### config.mk
export PLATFORM = sky130hd
export DESIGN_NAME = muldiv_unit
export DESIGN_NICKNAME = d
export VERILOG_FILES = /design/src/rtl/muldiv_unit.sv
export SDC_FILE = /design/constraint.sdc
export NUM_CORES = 1
export LEC_CHECK = 0
export CAP_MARGIN = 20
export CORE_MARGIN = 2
export CORE_UTILIZATION = 40
export CTS_CLUSTER_DIAMETER = 200
export DETAILED_ROUTE_END_ITERATION = 10
export GPL_TIMING_DRIVEN = 0
export PLACE_DENSITY = 0.61
export SETUP_SLACK_MARGIN = 0.2
export SYNTH_ARGS = -nofsm -noshare
export SYNTH_HDL_FRONTEND = slang
export SYNTH_SLANG_ARGS = --single-unit
### constraint.sdc
create_clock -name CLK -period 18.5 [get_ports CLK]
set_input_delay 1.85 -clock CLK [delete_from_list [all_inputs] [get_ports CLK]]
set_output_delay 1.85 -clock CLK [all_outputs]
set_load 0.005 [all_outputs]
### src/rtl/muldiv_unit.sv
// Iterative RV32M multiply/divide unit: radix-2 shift-add multiply and restoring divide
// on operand magnitudes, with a start/busy/done handshake and pipeline flush.
`timescale 1ns/1ps
module muldiv_unit #(
   parameter int WIDTH = 32
) (
   input  logic             CLK,
   input  logic             nRST,
   input  logic             start,
   input  logic [2:0]       op,
   input  logic [WIDTH-1:0] port_a,
   input  logic [WIDTH-1:0] port_b,
   input  logic             flush,
   output logic             busy,
   output logic             done,
   output logic [WIDTH-1:0] port_out,
   output logic             zero,
   output logic             negative
);
   localparam int CW = $clog2(WIDTH);
   localparam logic [CW-1:0] LAST = CW'(WIDTH - 1);
   localparam logic [WIDTH-1:0] MIN_NEG = {1'b1, {(WIDTH-1){1'b0}}};

   typedef enum logic [1:0] {IDLE = 2'b00, CALC = 2'b01, DONE = 2'b10} state_t;
   state_t state, next_state;

   logic [CW-1:0]      count;
   logic [2*WIDTH-1:0] prod, prod_step, prod_fix;
   logic [WIDTH-1:0]   operand, sel, result, special_res, mag_a, mag_b;
   logic [WIDTH:0]     mul_sum, div_trial;
   logic               is_div, hi_sel, neg, accept, special;
   logic               signed_a, signed_b, sign_a, sign_b;

   function automatic logic [WIDTH-1:0] mag(input logic [WIDTH-1:0] v, input logic s);
      return s ? ('0 - v) : v;
   endfunction

   // Operand signedness, magnitudes and the no-iteration special cases.
   always_comb begin
      signed_a    = op[2] ? ~op[0] : (op[1:0] != 2'b11);
      signed_b    = op[2] ? ~op[0] : ~op[1];
      sign_a      = signed_a & port_a[WIDTH-1];
      sign_b      = signed_b & port_b[WIDTH-1];
      mag_a       = mag(port_a, sign_a);
      mag_b       = mag(port_b, sign_b);
      special     = 1'b0;
      special_res = '0;
      if (op[2] && (port_b == '0)) begin
         special     = 1'b1;
         special_res = op[1] ? port_a : '1;
      end else if (op[2] && !op[0] && (port_a == MIN_NEG) && (port_b == '1)) begin
         special     = 1'b1;
         special_res = op[1] ? '0 : MIN_NEG;
      end else begin
         special     = 1'b0;
         special_res = '0;
      end
   end

   // One iteration step, plus sign fixup used on the final step.
   always_comb begin
      mul_sum   = {1'b0, prod[2*WIDTH-1:WIDTH]} + (prod[0] ? {1'b0, operand} : '0);
      div_trial = {prod[2*WIDTH-1:WIDTH], prod[WIDTH-1]} - {1'b0, operand};
      if (!is_div) begin
         prod_step = {mul_sum, prod[WIDTH-1:1]};
      end else if (div_trial[WIDTH]) begin
         prod_step = {prod[2*WIDTH-2:0], 1'b0};
      end else begin
         prod_step = {div_trial[WIDTH-1:0], prod[WIDTH-2:0], 1'b1};
      end
      // A high product word must be negated as a whole 2*WIDTH value.
      prod_fix = (neg && !is_div) ? ('0 - prod_step) : prod_step;
      sel      = hi_sel ? prod_fix[2*WIDTH-1:WIDTH] : prod_fix[WIDTH-1:0];
      result   = (neg && is_div) ? ('0 - sel) : sel;
   end

   // Next-state logic; DONE accepts a new request exactly like IDLE.
   always_comb begin
      next_state = state;
      accept     = 1'b0;
      case (state)
         IDLE, DONE: begin
            if (start && !flush) begin
               accept     = 1'b1;
               next_state = special ? DONE : CALC;
            end else begin
               next_state = IDLE;
            end
         end
         CALC: begin
            if (flush) begin
               next_state = IDLE;
            end else if (count == LAST) begin
               next_state = DONE;
            end else begin
               next_state = CALC;
            end
         end
         default: next_state = IDLE;
      endcase
   end

   // State register.
   always_ff @(posedge CLK) begin
      if (!nRST) begin
         state <= IDLE;
      end else begin
         state <= next_state;
      end
   end

   // Datapath registers and registered handshake outputs.
   always_ff @(posedge CLK) begin
      if (!nRST) begin
         busy     <= 1'b0;
         done     <= 1'b0;
         port_out <= '0;
         count    <= '0;
         prod     <= '0;
         operand  <= '0;
         is_div   <= 1'b0;
         hi_sel   <= 1'b0;
         neg      <= 1'b0;
      end else begin
         busy <= (next_state == CALC);
         done <= (next_state == DONE);
         if (accept) begin
            is_div  <= op[2];
            hi_sel  <= op[2] ? op[1] : (op[1:0] != 2'b00);
            neg     <= (op[2] && op[1]) ? sign_a : (sign_a ^ sign_b);
            operand <= op[2] ? mag_b : mag_a;
            prod    <= {{WIDTH{1'b0}}, (op[2] ? mag_a : mag_b)};
            count   <= '0;
            if (special) begin
               port_out <= special_res;
            end
         end else if ((state == CALC) && !flush) begin
            prod  <= prod_step;
            count <= count + CW'(1);
            if (count == LAST) begin
               port_out <= result;
            end
         end
      end
   end

   assign zero     = (port_out == '0);
   assign negative = port_out[WIDTH-1];

endmodule

* Word level (Yosys, flattened, before mapping)
Cells that the tools add are included.
** Storage, ports and cells
- Register bits after elaboration :: 140
- Latch bits :: 0
- RAM bits :: 0
- Bits in read-only memories :: 0
- Input bits :: 71
- Output and inout port bits :: 36
- Logic and storage cells :: 87
- Memories :: 0
** Cells by class
- Add/subtract/negate cells :: 7
- Multiply operators :: 0
- Div/mod/pow operators :: 0
- Magnitude comparators :: 0
- Equal/unequal tests :: 9
- Shift operators :: 0
- Muxes and demuxes :: 33
- Bitwise gates (word level) :: 6
- Reductions and logical operators :: 21
** Operator list (number)
- 2-to-1 mux 32 bit :: 17
- 2-to-1 mux 64 bit :: 3
- subtractor 1 x 32 -> 32 bit, first input constant :: 3
- == test 32 bit, second input constant :: 2
- zero test 32 bit :: 2
- subtractor 1 x 64 -> 64 bit, first input constant :: 1
- adder 32 x 32 -> 33 bit :: 1
- subtractor 33 x 32 -> 33 bit :: 1
- logical AND 1 bit :: 9
- 2-to-1 mux 1 bit :: 8
- 2-to-1 mux 2 bit :: 4
- nonzero test 2 bit :: 3
- adder 5 x 1 -> 5 bit, second input constant :: 1
- == test 5 bit, second input constant :: 1
- == test 2 x 1 -> 1 bit, second input constant :: 2
- == test 2 bit, second input constant :: 2
- one-hot mux 2 bit (2 select lines) :: 1
- OR reduction 2 bit :: 2
- zero test 1 bit :: 3
- inverter 1 bit :: 3
- AND reduction 3 bit :: 1
- bitwise AND 1 bit :: 2
- zero test 2 bit :: 1
- inequality test 2 x 1 -> 1 bit, second input constant :: 1
- 2 further kinds :: 2

* Logic depth before layout (Yosys ltp)
Gate-level depths: netlist of the first run.
- Depth in word-level cells :: 11
- Gate-level depth with buffers :: 25
- Gate-level depth less buffers :: 25

* Worst setup path after synthesis of the first run
No wires, ideal clock.
- Path type :: register to register
- Start :: reg prod[31]
- End :: reg port_out[31]
- Setup time :: 0.127 ns
- Data arrival time :: 6.260 ns
- Required time :: 18.373 ns
- Slack :: 12.113 ns
- Stages on the path, launching flop included :: 26
- Path buffers :: 0
- Period minus slack after synthesis :: 6.387 ns
- Path through :: dfxtp_1 > inv_1 > ha_1 > fa_1 > nand2b_1 > a211oi_4 > o211ai_4 > a21bo_2 > o2111ai_1 > a21boi_0 > ha_1 > o21ai_0 > nor2_1 > nand4_1 > nor2_1 > mux2i_1 > nor4_1 > mux2_2 > a21boi_1 > nand3_1 > nor3_2 > nand4_1 > or2_2 > or4_1 > and3_1 > or3_1
** On the way
- Longest elaborated chain between the ends :: 11
** Ends and longest elaborated chain
- from (decl) :: RTL line 28 : logic [2*WIDTH-1:0] prod, prod_step, prod_fix;
- from (signal assigned) :: RTL line 132 : prod <= {{WIDTH{1'b0}}, (op[2] ? mag_a : mag_b)};
- from (signal assigned) :: RTL line 138 : prod <= prod_step;
- subtractor 33 x 32 -> 33 bit :: RTL line 63 : div_trial = {prod[2*WIDTH-1:WIDTH], prod[WIDTH-1]} - {1'b0, operand};
- 2-to-1 mux 64 bit :: RTL line 66 : end else if (div_trial[WIDTH]) begin
- 2-to-1 mux 64 bit * :: RTL line 64 : if (!is_div) begin
- subtractor 1 x 64 -> 64 bit :: RTL line 72 : prod_fix = (neg && !is_div) ? ('0 - prod_step) : prod_step;
- 2-to-1 mux 64 bit * :: RTL line 72
- 2-to-1 mux 32 bit * :: RTL line 73 : sel = hi_sel ? prod_fix[2*WIDTH-1:WIDTH] : prod_fix[WIDTH-1:0];
- subtractor 1 x 32 -> 32 bit :: RTL line 74 : result = (neg && is_div) ? ('0 - sel) : sel;
- 2-to-1 mux 32 bit * :: RTL line 74
- 2-to-1 mux 32 bit * :: RTL line 140 : if (count == LAST) begin
- 2-to-1 mux 32 bit * :: RTL line 137 : end else if ((state == CALC) && !flush) begin
- 2-to-1 mux 32 bit * :: RTL line 127 : if (accept) begin
- to (signal assigned) :: RTL line 135 : port_out <= special_res;
- to (signal assigned) :: RTL line 141 : port_out <= result;
- to (decl) :: RTL line 16 : output logic [WIDTH-1:0] port_out,
Every way passes the cells marked *; elsewhere a longest branch is shown, timed or not. The select of a mux whose other input is x is not followed.
A chain may end at the register's enable or synchronous reset.

* Worst setup path after layout of the first run
- Start :: reg is_div
- End :: reg port_out[31]
** On the way
- Longest elaborated chain between the ends :: 9
- Elaborated cells on any way between the ends :: 12
- Those cells by class :: add/sub: 2; mux: 7; reduce/logical: 3
** Ends and longest elaborated chain
- from (decl) :: RTL line 31 : logic is_div, hi_sel, neg, accept, special;
- from (signal assigned) :: RTL line 128 : is_div <= op[2];
- 2-to-1 mux 64 bit or zero test 1 bit (tied branches) :: RTL line 64, 72
- subtractor 1 x 64 -> 64 bit or logical AND 1 bit (tied branches) :: RTL line 72
- 2-to-1 mux 64 bit :: RTL line 72
- 2-to-1 mux 32 bit :: RTL line 73
- subtractor 1 x 32 -> 32 bit :: RTL line 74
- 2-to-1 mux 32 bit * :: RTL line 74
- 2-to-1 mux 32 bit * :: RTL line 140
- 2-to-1 mux 32 bit * :: RTL line 137
- 2-to-1 mux 32 bit * :: RTL line 127
Marked as above.

==> results of run 1 <==
==> cells in the mapped netlist, types with 25 or more instances <==
master and instances:
a211oi_1 69, a21o_1 27, a21oi_1 207, a31oi_1 29, and2_1 56, and3_1 25
clkbuf_1 113, dfxtp_1 140, ha_1 71, inv_1 68, mux2i_1 57, nand2_1 265
nand3_1 43, nand4_1 37, nor2_1 255, nor3_1 69, nor4_1 36, o211ai_1 61
o21a_1 28, o21ai_0 150, xnor2_1 70, xor2_1 71
==> cells by family (layout without fill, tap and decap cells) <==
kind of cell    count (synthesis)  in the layout  synth area share
fa+ha+maj                      73             73            0.0549
other cells                     0              1                 0
compound gates                800            800             0.325
flops                         140            140             0.166
mux                            71             71            0.0444
buf+inv                       238            374            0.0606
xor+xnor                      141            141            0.0730
simple gates                  944            944             0.277
==> stage by stage <==
stage / utilization / instance area, um^2 / setup WS [ns]
2_1_floorplan: - / 16900 / 12.11
3_3_place_gp: 0.445 / 18600 / 9.64
3_5_place_dp: 0.445 / 18600 / 9.62
4_1_cts: 0.459 / 19200 / 9.61
5_1_grt: 0.459 / 19200 / 9.17
6_report: 0.460 / 19200 / 9.32
==> flip-flops by register name, summed over array words and instances, names as in the netlist <==
signal / cells
neg: 1
count: 5
is_div: 1
port_out: 32
operand: 32
done: 1
busy: 1
hi_sel: 1
state: 2
prod: 64
==> routing by layer <==
metal	part of all wire	track usage	vias to the layer above
li1	-	-	9158
met1	0.40	0.467	9432
met5	0	0	-
met4	0.060	0.209	0
met3	0.087	0.0697	207
met2	0.45	0.597	1019
==> cell type report <==
cell class / instances / area (um^2)
Timing Repair Buffer: 106 / 1050
Antenna cell: 1 / 2.50
Tap cell: 539 / 674
Clock buffer: 20 / 467
Clock inverter: 10 / 116
Sequential cell: 140 / 2800
Inverter: 70 / 263
Multi-Input combinational cell: 2029 / 13100
Buffer: 168 / 762
Fill cell: 4360 / 22600
==> critical path, delay by kind of cell, from the launching register on <==
family,cells,cell delay [ns]
DFF,1,0.31
buffers and inverters,8,2.92
AOI/OAI and AO/OA,2,0.51
and+or+nand+nor,11,4.05
muxes,3,1.03
adders and majority gates,1,0.22
==> final timing paths <==
kind,start,to,slack (ns),depth (start not counted)
worst max-delay path,is_div,port_out[31],9.32,25
worst min-delay path,count[4],count[4],0.46,2
worst max register to register,is_div,port_out[31],9.32,25
worst min register to register,count[4],count[4],0.46,2
==> where the power goes <==
group	leakage (nW)	total (mW)	internal, mW	switching [mW]
sequential	1.14	0.334	0.313	0.0211
combinational	5.66	0.522	0.174	0.349
clock	0.284	0.358	0.207	0.150
total	7.09	1.21	0.694	0.520
==> impl_metrics.py, run 1 <==
metrics = {
    "critical_path": {
        "critPathMaxFanout": 10,
        "cp-end-kind": "register",
        "worstSetupPathType": "reg -> reg",
        "start_kind": "register",
        "cpMaxStageDelayCell": "buf_1",
        "worst_ep_required_time_ns": 18.84,
        "arrival_ns": 9.52,
        "max_stage_delay_ns": 0.89,
    },
    "placement": {
        "place.port_buffers": 105,
        "gp_congestion": 1.03,
        "hpwlAfterDp_mm": 68.0,
        "place_inst": 3051,
    },
    "logic_synthesis": {
        "yosys-top-cells-area": "dfxtp_1 (17%), a21oi_1 (6.1%), nand2_1 (5.9%), nor2_1 (5.7%), ha_1 (5.3%)",
        "ys_ff_latch": 140,
        "ys_types": 121,
        "ys_warn_count": 0,
        "postSynthCellCount": 2407,
        "synthArstFlopShare": 0,
        "synth_sequential_area_ratio": 0.166,
        "syn_avg_cell_area_um2": 7.03,
        "synth_area_leader_cell": "dfxtp_1",
        "synthFlopType": "dfxtp_1",
        "syn_nets": 2551,
        "synth_edf_count": 0,
        "netlist_area_um2": 16900,
        "synth_top_area_share": 0.166,
    },
    "power_and_ir_drop": {
        "p_leak_nw": 7.09,
        "ir_drop_mv": 0.0391,
        "p_per_area_nw_per_um2": 63.1,
        "power_mw": 1.21,
    },
    "clock_tree": {
        "post_cts_buffers": 0,
        "clk_pin_slew_worst_paths_ns": 0.06,
        "clk_latency_ns": 0.46,
        "numClockSinks": 140,
        "cts_tree": "built",
        "clockBufferDepth": 2,
        "ctsResizeCount": 0,
        "root_buffer": "clkbuf_16",
        "cts-buffers-inserted": 17,
        "ctsHtreeMaxLevel": 4,
        "ctsHoldBuffers": 0,
    },
    "finish": {
        "nets": 2676,
        "layout_commonest_cell": "nand2_1",
        "areaGrowthSynthToFinish_pct": 13.7,
        "fin_cells": 3083,
        "layout_common_cells": "nand2_1 (265), nor2_1 (255), a21oi_1 (207)",
        "final_layout_size_suffix_gt1_frac": 0.0645,
    },
    "drt": {
        "drtIter0Drc": 2113,
        "drc": 0,
        "vias": 19816,
        "firstDrtPassIters": 5,
        "viasPerCell": 6.43,
        "ant_nets": 0,
        "routed_wl_mm": 82.6,
        "wl_per_cell_um": 26.8,
    },
    "timing": {
        "hold_viol": 0,
        "slew_headroom": 0.243,
        "holdWs_ns": 0.463,
        "worstMarginPinSlew_ns": 1.14,
        "max_clock_freq_ghz": 0.109,
        "fin_skew_ns": 0.0140,
        "rsz0062_at_grt": "no",
        "setup-tns-final_ns": 0,
        "period_share": 0.496,
        "drv_slew": 0,
        "finalSetupViolCount": 0,
        "min_period_ns": 9.18,
    },
    "die": {
        "die_y_um": 210,
        "design.die.area_um2": 44000,
        "dieWidth_um": 210,
        "rows": 75,
        "io_pins": 107,
        "fp.coreArea_um2": 41900,
        "start_util": 0.404,
    },
    "status": {
        "status": "complete, no violations",
    },
    "global_route": {
        "grt_usage": 0.371,
        "grt_max_degree": 17,
        "grt_pass1_wl_mm": 122,
        "grt_pass1_vias": 18781,
        "overflow": 0,
        "antenna_found_initial": 1,
    },
    "min_path": {
        "hold_path.class": "reg -> reg",
    },
    "run": {
        "cap_violations": 0,
    },
}
No activity file was read; power rests on OpenSTA's default activity.
==> run 2: changes to the inputs <==
==> constraint.sdc (replaced) <==
create_clock -name CLK -period 9.55 [get_ports CLK]
set_input_delay 0.955 -clock CLK [delete_from_list [all_inputs] [get_ports CLK]]
set_output_delay 0.955 -clock CLK [all_outputs]
set_load 0.005 [all_outputs]
==> results of run 2 <==
Same layout as run 1 (identical final DEF). Status: complete, no violations.
Among the figures that moved: setup slack after placement 9.62 ns -> 0.673 ns; setup slack after layout 9.32 ns -> 0.372 ns; register-to-register setup slack 9.32 ns -> 0.37 ns; total power 1.21 mW -> 2.35 mW; worst IR drop on VDD 0.0391 mV -> 0.0758 mV
